===== config.mk =====
export PLATFORM = sky130hd
export DESIGN_NAME = lsu_byte_sequencer_flat
export DESIGN_NICKNAME = d
export VERILOG_FILES = /design/src/rtl/lsu_byte_sequencer_pkg.sv /design/src/rtl/lsu_byte_sequencer_if.sv /design/src/rtl/lsu_byte_sequencer_load_extend.sv /design/src/rtl/lsu_byte_sequencer.sv /design/src/flat_wrapper.sv
export SDC_FILE = /design/constraint.sdc
export NUM_CORES = 1
export LEC_CHECK = 0
export CAP_MARGIN = 20
export CORE_MARGIN = 2
export CORE_UTILIZATION = 52
export DETAILED_ROUTE_END_ITERATION = 6
export PLACE_DENSITY = 0.86
export SKIP_CTS_REPAIR_TIMING = 1
export SLEW_MARGIN = 30
export SYNTH_ARGS = -nofsm -noshare
export SYNTH_HDL_FRONTEND = slang
export SYNTH_SLANG_ARGS = --single-unit

===== constraint.sdc =====
create_clock -name clk_i -period 3.6 [get_ports clk_i]
set_clock_uncertainty 0.15 [all_clocks]
set_input_delay 0.36 -clock clk_i [delete_from_list [all_inputs] [get_ports clk_i]]
set_output_delay 0.36 -clock clk_i [all_outputs]
set_load 0.05 [all_outputs]

===== src/rtl/lsu_byte_sequencer_pkg.sv =====
// Shared types for the byte-serial load/store sequencer: access sizes, FSM states
// and the size-to-byte-count mapping.
package lsu_pkg;

   localparam int ADDR_W = 32;
   localparam int DATA_W = 32;
   localparam int BYTE_W = 8;

   typedef enum logic [1:0] {
      SZ_BYTE    = 2'd0,
      SZ_HALF    = 2'd1,
      SZ_WORD    = 2'd2,
      SZ_ILLEGAL = 2'd3
   } size_e;

   typedef enum logic [1:0] {
      S_IDLE   = 2'd0,
      S_ACCESS = 2'd1,
      S_RESP   = 2'd2
   } state_e;

   // Illegal sizes map to zero bytes; they never reach the memory port.
   function automatic logic [2:0] size_to_nbytes(input size_e sz);
      case (sz)
         SZ_BYTE: return 3'd1;
         SZ_HALF: return 3'd2;
         SZ_WORD: return 3'd4;
         default: return 3'd0;
      endcase
   endfunction

endpackage


===== src/rtl/lsu_byte_sequencer_if.sv =====
// Bundle of request, response and byte-RAM signals around the sequencer; names carry
// the direction as seen from the sequencer (slave modport).
interface lsu_byte_sequencer_if #(
   parameter int ADDR_W = 32,
   parameter int DATA_W = 32,
   parameter int BYTE_W = 8
);
   logic              req_valid_i;
   logic              req_ready_o;
   logic              req_we_i;
   logic [1:0]        req_size_i;
   logic              req_unsigned_i;
   logic [ADDR_W-1:0] req_addr_i;
   logic [DATA_W-1:0] req_wdata_i;
   logic              rsp_valid_o;
   logic              rsp_ready_i;
   logic [DATA_W-1:0] rsp_rdata_o;
   logic              rsp_err_o;
   logic [ADDR_W-1:0] mem_addr_o;
   logic              mem_we_o;
   logic [BYTE_W-1:0] mem_wdata_o;
   logic [BYTE_W-1:0] mem_rdata_i;

   modport slave (
      input  req_valid_i, req_we_i, req_size_i, req_unsigned_i, req_addr_i, req_wdata_i,
      input  rsp_ready_i, mem_rdata_i,
      output req_ready_o, rsp_valid_o, rsp_rdata_o, rsp_err_o,
      output mem_addr_o, mem_we_o, mem_wdata_o
   );

   modport master (
      output req_valid_i, req_we_i, req_size_i, req_unsigned_i, req_addr_i, req_wdata_i,
      output rsp_ready_i, mem_rdata_i,
      input  req_ready_o, rsp_valid_o, rsp_rdata_o, rsp_err_o,
      input  mem_addr_o, mem_we_o, mem_wdata_o
   );
endinterface


===== src/rtl/lsu_byte_sequencer_load_extend.sv =====
// Turns the big-endian byte accumulator into the architectural load value,
// sign- or zero-extending from the access size.
module lsu_load_extend
   import lsu_pkg::*;
(
   input  logic [31:0] acc_i,
   input  size_e       size_i,
   input  logic        unsigned_i,
   output logic [31:0] data_o
);

   always_comb begin
      data_o = '0;
      case (size_i)
         SZ_BYTE: data_o = {{24{~unsigned_i & acc_i[7]}}, acc_i[7:0]};
         SZ_HALF: data_o = {{16{~unsigned_i & acc_i[15]}}, acc_i[15:0]};
         SZ_WORD: data_o = acc_i;
         default: data_o = '0;
      endcase
   end

endmodule


===== src/rtl/lsu_byte_sequencer.sv =====
// Serialises one load/store into single-byte RAM accesses (MSB at lowest address)
// and returns the extended load result over a valid/ready response.
module lsu_byte_sequencer
   import lsu_pkg::*;
#(
   parameter int ADDR_W = 32,
   parameter int DATA_W = 32,
   parameter int BYTE_W = 8
) (
   input  logic                 clk_i,
   input  logic                 rst_ni,
   lsu_byte_sequencer_if.slave  bus
);

   state_e            state_q, state_d;
   logic              we_q, we_d;
   size_e             size_q, size_d;
   logic              uns_q, uns_d;
   logic              err_q, err_d;
   logic [ADDR_W-1:0] addr_q, addr_d;
   logic [DATA_W-1:0] wdata_q, wdata_d;
   logic [DATA_W-1:0] acc_q, acc_d;
   logic [2:0]        nbytes_q, nbytes_d;
   logic [1:0]        cnt_q, cnt_d;

   logic [1:0]        byte_idx;
   logic              last_byte;
   logic [31:0]       ext_data;

   // Byte lane counts down from the MSB while the address counts up.
   assign byte_idx  = 2'(nbytes_q - 3'd1 - {1'b0, cnt_q});
   assign last_byte = (cnt_q == 2'(nbytes_q - 3'd1));

   lsu_load_extend u_extend (
      .acc_i      (acc_q),
      .size_i     (size_q),
      .unsigned_i (uns_q),
      .data_o     (ext_data)
   );

   always_ff @(posedge clk_i or negedge rst_ni) begin
      if (!rst_ni) begin
         state_q  <= S_IDLE;
         we_q     <= 1'b0;
         size_q   <= SZ_BYTE;
         uns_q    <= 1'b0;
         err_q    <= 1'b0;
         addr_q   <= '0;
         wdata_q  <= '0;
         acc_q    <= '0;
         nbytes_q <= '0;
         cnt_q    <= '0;
      end else begin
         state_q  <= state_d;
         we_q     <= we_d;
         size_q   <= size_d;
         uns_q    <= uns_d;
         err_q    <= err_d;
         addr_q   <= addr_d;
         wdata_q  <= wdata_d;
         acc_q    <= acc_d;
         nbytes_q <= nbytes_d;
         cnt_q    <= cnt_d;
      end
   end

   always_comb begin
      state_d  = state_q;
      we_d     = we_q;
      size_d   = size_q;
      uns_d    = uns_q;
      err_d    = err_q;
      addr_d   = addr_q;
      wdata_d  = wdata_q;
      acc_d    = acc_q;
      nbytes_d = nbytes_q;
      cnt_d    = cnt_q;

      bus.mem_addr_o  = '0;
      bus.mem_we_o    = 1'b0;
      bus.mem_wdata_o = '0;
      bus.rsp_valid_o = 1'b0;
      bus.rsp_err_o   = 1'b0;
      bus.rsp_rdata_o = '0;

      case (state_q)
         S_IDLE: begin
            if (bus.req_valid_i) begin
               we_d     = bus.req_we_i;
               size_d   = size_e'(bus.req_size_i);
               uns_d    = bus.req_unsigned_i;
               addr_d   = bus.req_addr_i;
               wdata_d  = bus.req_wdata_i;
               nbytes_d = size_to_nbytes(size_e'(bus.req_size_i));
               cnt_d    = '0;
               acc_d    = '0;
               err_d    = (size_e'(bus.req_size_i) == SZ_ILLEGAL);
               state_d  = (size_e'(bus.req_size_i) == SZ_ILLEGAL) ? S_RESP : S_ACCESS;
            end
         end
         S_ACCESS: begin
            bus.mem_addr_o = addr_q + ADDR_W'(cnt_q);
            if (we_q) begin
               bus.mem_we_o    = 1'b1;
               bus.mem_wdata_o = wdata_q[{byte_idx, 3'b000} +: BYTE_W];
            end else begin
               acc_d = {acc_q[DATA_W-BYTE_W-1:0], bus.mem_rdata_i};
            end
            cnt_d = cnt_q + 2'd1;
            if (last_byte) begin
               state_d = S_RESP;
            end
         end
         S_RESP: begin
            bus.rsp_valid_o = 1'b1;
            bus.rsp_err_o   = err_q;
            bus.rsp_rdata_o = (we_q || err_q) ? '0 : DATA_W'(ext_data);
            if (bus.rsp_ready_i) begin
               state_d = S_IDLE;
            end
         end
         default: state_d = S_IDLE;
      endcase
   end

   // Held low while reset is asserted even though the state already reads IDLE.
   assign bus.req_ready_o = rst_ni & (state_q == S_IDLE);

endmodule


===== src/flat_wrapper.sv =====
// flat-port wrapper written by rule: the top's interface ports become plain ports
module lsu_byte_sequencer_flat import lsu_pkg::*;
#(
   parameter int ADDR_W = 32,
   parameter int DATA_W = 32,
   parameter int BYTE_W = 8
)
  (clk_i, rst_ni, bus_req_valid_i, bus_req_we_i, bus_req_size_i, bus_req_unsigned_i, bus_req_addr_i, bus_req_wdata_i, bus_rsp_ready_i, bus_mem_rdata_i, bus_req_ready_o, bus_rsp_valid_o, bus_rsp_rdata_o, bus_rsp_err_o, bus_mem_addr_o, bus_mem_we_o, bus_mem_wdata_o);
  lsu_byte_sequencer_if #(.ADDR_W(ADDR_W), .DATA_W(DATA_W), .BYTE_W(BYTE_W)) bus_i ();
  input  logic clk_i;
  input  logic rst_ni;
  input wire logic [$bits(bus_i.req_valid_i)-1:0] bus_req_valid_i;
  input wire logic [$bits(bus_i.req_we_i)-1:0] bus_req_we_i;
  input wire logic [$bits(bus_i.req_size_i)-1:0] bus_req_size_i;
  input wire logic [$bits(bus_i.req_unsigned_i)-1:0] bus_req_unsigned_i;
  input wire logic [$bits(bus_i.req_addr_i)-1:0] bus_req_addr_i;
  input wire logic [$bits(bus_i.req_wdata_i)-1:0] bus_req_wdata_i;
  input wire logic [$bits(bus_i.rsp_ready_i)-1:0] bus_rsp_ready_i;
  input wire logic [$bits(bus_i.mem_rdata_i)-1:0] bus_mem_rdata_i;
  output wire logic [$bits(bus_i.req_ready_o)-1:0] bus_req_ready_o;
  output wire logic [$bits(bus_i.rsp_valid_o)-1:0] bus_rsp_valid_o;
  output wire logic [$bits(bus_i.rsp_rdata_o)-1:0] bus_rsp_rdata_o;
  output wire logic [$bits(bus_i.rsp_err_o)-1:0] bus_rsp_err_o;
  output wire logic [$bits(bus_i.mem_addr_o)-1:0] bus_mem_addr_o;
  output wire logic [$bits(bus_i.mem_we_o)-1:0] bus_mem_we_o;
  output wire logic [$bits(bus_i.mem_wdata_o)-1:0] bus_mem_wdata_o;
  assign bus_i.req_valid_i = bus_req_valid_i;
  assign bus_i.req_we_i = bus_req_we_i;
  assign bus_i.req_size_i = bus_req_size_i;
  assign bus_i.req_unsigned_i = bus_req_unsigned_i;
  assign bus_i.req_addr_i = bus_req_addr_i;
  assign bus_i.req_wdata_i = bus_req_wdata_i;
  assign bus_i.rsp_ready_i = bus_rsp_ready_i;
  assign bus_i.mem_rdata_i = bus_mem_rdata_i;
  assign bus_req_ready_o = bus_i.req_ready_o;
  assign bus_rsp_valid_o = bus_i.rsp_valid_o;
  assign bus_rsp_rdata_o = bus_i.rsp_rdata_o;
  assign bus_rsp_err_o = bus_i.rsp_err_o;
  assign bus_mem_addr_o = bus_i.mem_addr_o;
  assign bus_mem_we_o = bus_i.mem_we_o;
  assign bus_mem_wdata_o = bus_i.mem_wdata_o;
  lsu_byte_sequencer #(.ADDR_W(ADDR_W), .DATA_W(DATA_W), .BYTE_W(BYTE_W)) u_core (.clk_i(clk_i), .rst_ni(rst_ni), .bus(bus_i));
endmodule

==> out/qor.csv <==
metric;value;unit
status;completed;
min_path_type;input port to asynchronous set/reset pin;
met3_usage;0.05046;
critPathSlowestCell;clkdlybuf4s50_1;
cp_max_fo;5;
synth_simple_gate_area_share;0.2720;
wirelength;14.64;mm
required;3090;ps
ios;156;
fin_crit;3466;ps
synthXorXnorAreaFrac;0.02816;
max_clock_freq;288.5;MHz
dp_hpwl;10.38;mm
drv_cap;0;
n_antenna_cell;0;
grt_pass1_wl;23.54;mm
clkLatencyLatePin;370;ps
dr.pass1.iters;5;
synth.top_cell.area_share;0.4859;
final-hold-violation-count;0;
yosys_warnings;0;
synthFlopType;dfrtp_1;
dieWidth;106.9;um
worstRegToRegCells;5;
fin_crit_sh;0.9628;
ys_types;39;
critPathKind;register to output pin;
detail-route-antenna-nets;0;
initial_utilization;0.5338;
yosys.area.top_type;dfrtp_1;
report.power.total;6.131;mW
grtUsageMet2;0.4217;
grt_busiest_layer;met2;
synth_area;5510;um^2
synth.area.mux_share;0.03451;
grt_pass1_vias;4937;
root_buffer;clkbuf_8;
cts_made_buffers;9;
max_stage_delay;810;ps
rsz0062_at_grt;no;
synthTopCellsByArea;dfrtp_1 (49%), nand2_1 (16%), a22o_1 (5.1%);
cp_cell_sequence;ha_1 > fa_1 > and4_1 > nand4_1 > xor2_1 > nor2_1 > clkdlybuf4s50_1;
tightest_slew;862.8;ps
h-tree-depth;3;
r2r_start;u_core.state_q[1];
synth_edf_count;0;
track_usage;0.2584;
cts_buffer_depth;2;
ys_seq_area_frac;0.4859;
syn-num-nets;721;
fin_nets;862;
layout-drive-gt1-share;0.06641;
startpoint_type;register;
rows;37;
synthAdderAreaFrac;0.01045;
fin_setup_tns;0;ps
slew_headroom;0.4248;
vias;5127;
synth_compound_area_frac;0.1374;
cts_tree;built;
fin_cells;919;
place_congestion;0.8947;
drc;0;
cp.arrival;2960;ps
area_growth_syn_to_layout;34.95;%
synth_area_per_cell;8.650;um^2
die_area;11440;um^2
grt_antenna_before_repair;0;
drt-initial-drc-count;368;
grt.met1_usage;0.3543;
clock_sinks;107;
placedCellCount;901;
core-area;10320;um^2
vias_per_cell;5.579;
pre_cts_ws;470.1;ps
synth_top_family_by_area;simple AND/OR/NAND/NOR gates;
synth-async-reset-ratio;1.000;
ir_drop;0.5816;mV
synthesis.instances;637;
overflow;0;
port-buffer-count;155;
routedWlPerCell;15.93;um
timing.rr.end;u_core.acc_q[27];
ys_ff_latch;107;
endpoint_kind;output pin;
grt_max_degree;74;
die_h;106.9;um
fin_ws;134.0;ps
p_per_area;824.5;nW/um^2
final_util;0.7203;
reg2reg_slack;1490;ps
nFillCells;782;
drv_slew;0;
leakage;3.403;nW
path_clk_slew;100;ps
finalSetupViolations;0;
## metal layers
metal / wire, um / vias up
li1: - / 2467
met3: 871 / 19
met4: 209 / 0
met1: 6294 / 2453
met2: 7264 / 188
met5: 0 / -
## report_power, final
part           internal, mW  total (mW)  switching [mW]  leakage (nW)
logic                  1.22        3.11            1.89          1.93
registers              1.72        2.27           0.545          1.37
clock network         0.330       0.755           0.425         0.102
## critical path, delay by kind of cell, from the launching register on
family / cells / cell delay, ps
adder cells (fa/ha/maj): 2 / 720
buffers and inverters: 1 / 810
AND/OR/NAND/NOR: 3 / 550
flip-flops: 1 / 450
XOR/XNOR: 1 / 80
## per-stage QoR
stage	area, um^2	hold WS (ps)
2_1_floorplan	5510	-85.59
3_3_place_gp	7198	199.4
3_5_place_dp	7203	208.7
4_1_cts	7401	-206.8
5_1_grt	7436	349.0
6_report	7436	336.7
## cell usage after synthesis, types with 2 or more instances
cell and number:
nand2_1 237, dfrtp_1 107, a21oi_1 41, clkbuf_1 34, a22o_1 32, o21ai_0 22, mux2i_1 19, nor2_1 15
and3_1 11, o31ai_1 11, or4_1 10, and2_1 9, nand3_1 9, nand4_1 9, o22ai_1 8, xnor2_1 7
and4_1 6, or3_1 6, nand2b_1 5, nor2b_1 5, xor2_1 5, nor4_1 4, ha_1 3, inv_1 3
nor3_1 3, buf_1 2, buf_6 2
## worst max path at each step
| stage | start | endpoint | slack, ps |
|---|---|---|---|
| after floorplan | u_core.cnt_q[0] | bus_mem_addr_o[16] | 490 |
| after global placement | u_core.cnt_q[1] | bus_mem_addr_o[17] | 490 |
| after detailed placement | u_core.cnt_q[1] | bus_mem_addr_o[17] | 470 |
| after CTS | u_core.cnt_q[1] | bus_mem_addr_o[17] | 30 |
| after global routing | u_core.cnt_q[0] | bus_mem_addr_o[14] | 10 |
| final | u_core.cnt_q[0] | bus_mem_addr_o[14] | 130 |
## registers in the layout, summed over array words and instances (netlist names), 2 cells and up
register         flops
u_core.addr_q       32
u_core.acc_q        32
u_core.size_q        2
u_core.nbytes_q      2
u_core.cnt_q         2
u_core.wdata_q      32
u_core.state_q       2
## cell families after synthesis
| logic type | Yosys count |
|---|---|
| XOR/XNOR | 14 |
| AND/OR/NAND/NOR | 334 |
| adder cells (fa/ha/maj) | 4 |
| buffers and inverters | 42 |
| multiplexers | 19 |
| flip-flops | 107 |
| AO/OA/AOI/OAI | 117 |
## cell type report
class,instances,area [um^2],share of cell area
Sequential cell,107,2678,0.3601
Multi-Input combinational cell,488,2675,0.3598
Timing Repair Buffer,169,1704,0.2292
Tap cell,136,170.2,0.02288
Clock buffer,10,127.6,0.01716
Clock inverter,6,70.07,0.009423
Inverter,3,11.26,0.001514
## cell usage in the layout (no fill, tap or decap), types with 6 or more instances in the layout
master	count
xnor2_1	7
clkbuf_8	9
or3_1	6
and2_1	8
dlymetal6s2s_1	6
nand4_1	9
buf_4	21
a22o_1	32
nand2_1	235
dfrtp_1	107
or4_1	10
and4_1	6
and3_1	11
nand3_1	9
clkdlybuf4s50_1	136
nor2_1	13
o21ai_0	22
o22ai_1	8
o31ai_1	11
a21oi_1	41
mux2i_1	19
Power figures use the tool's default switching activity.
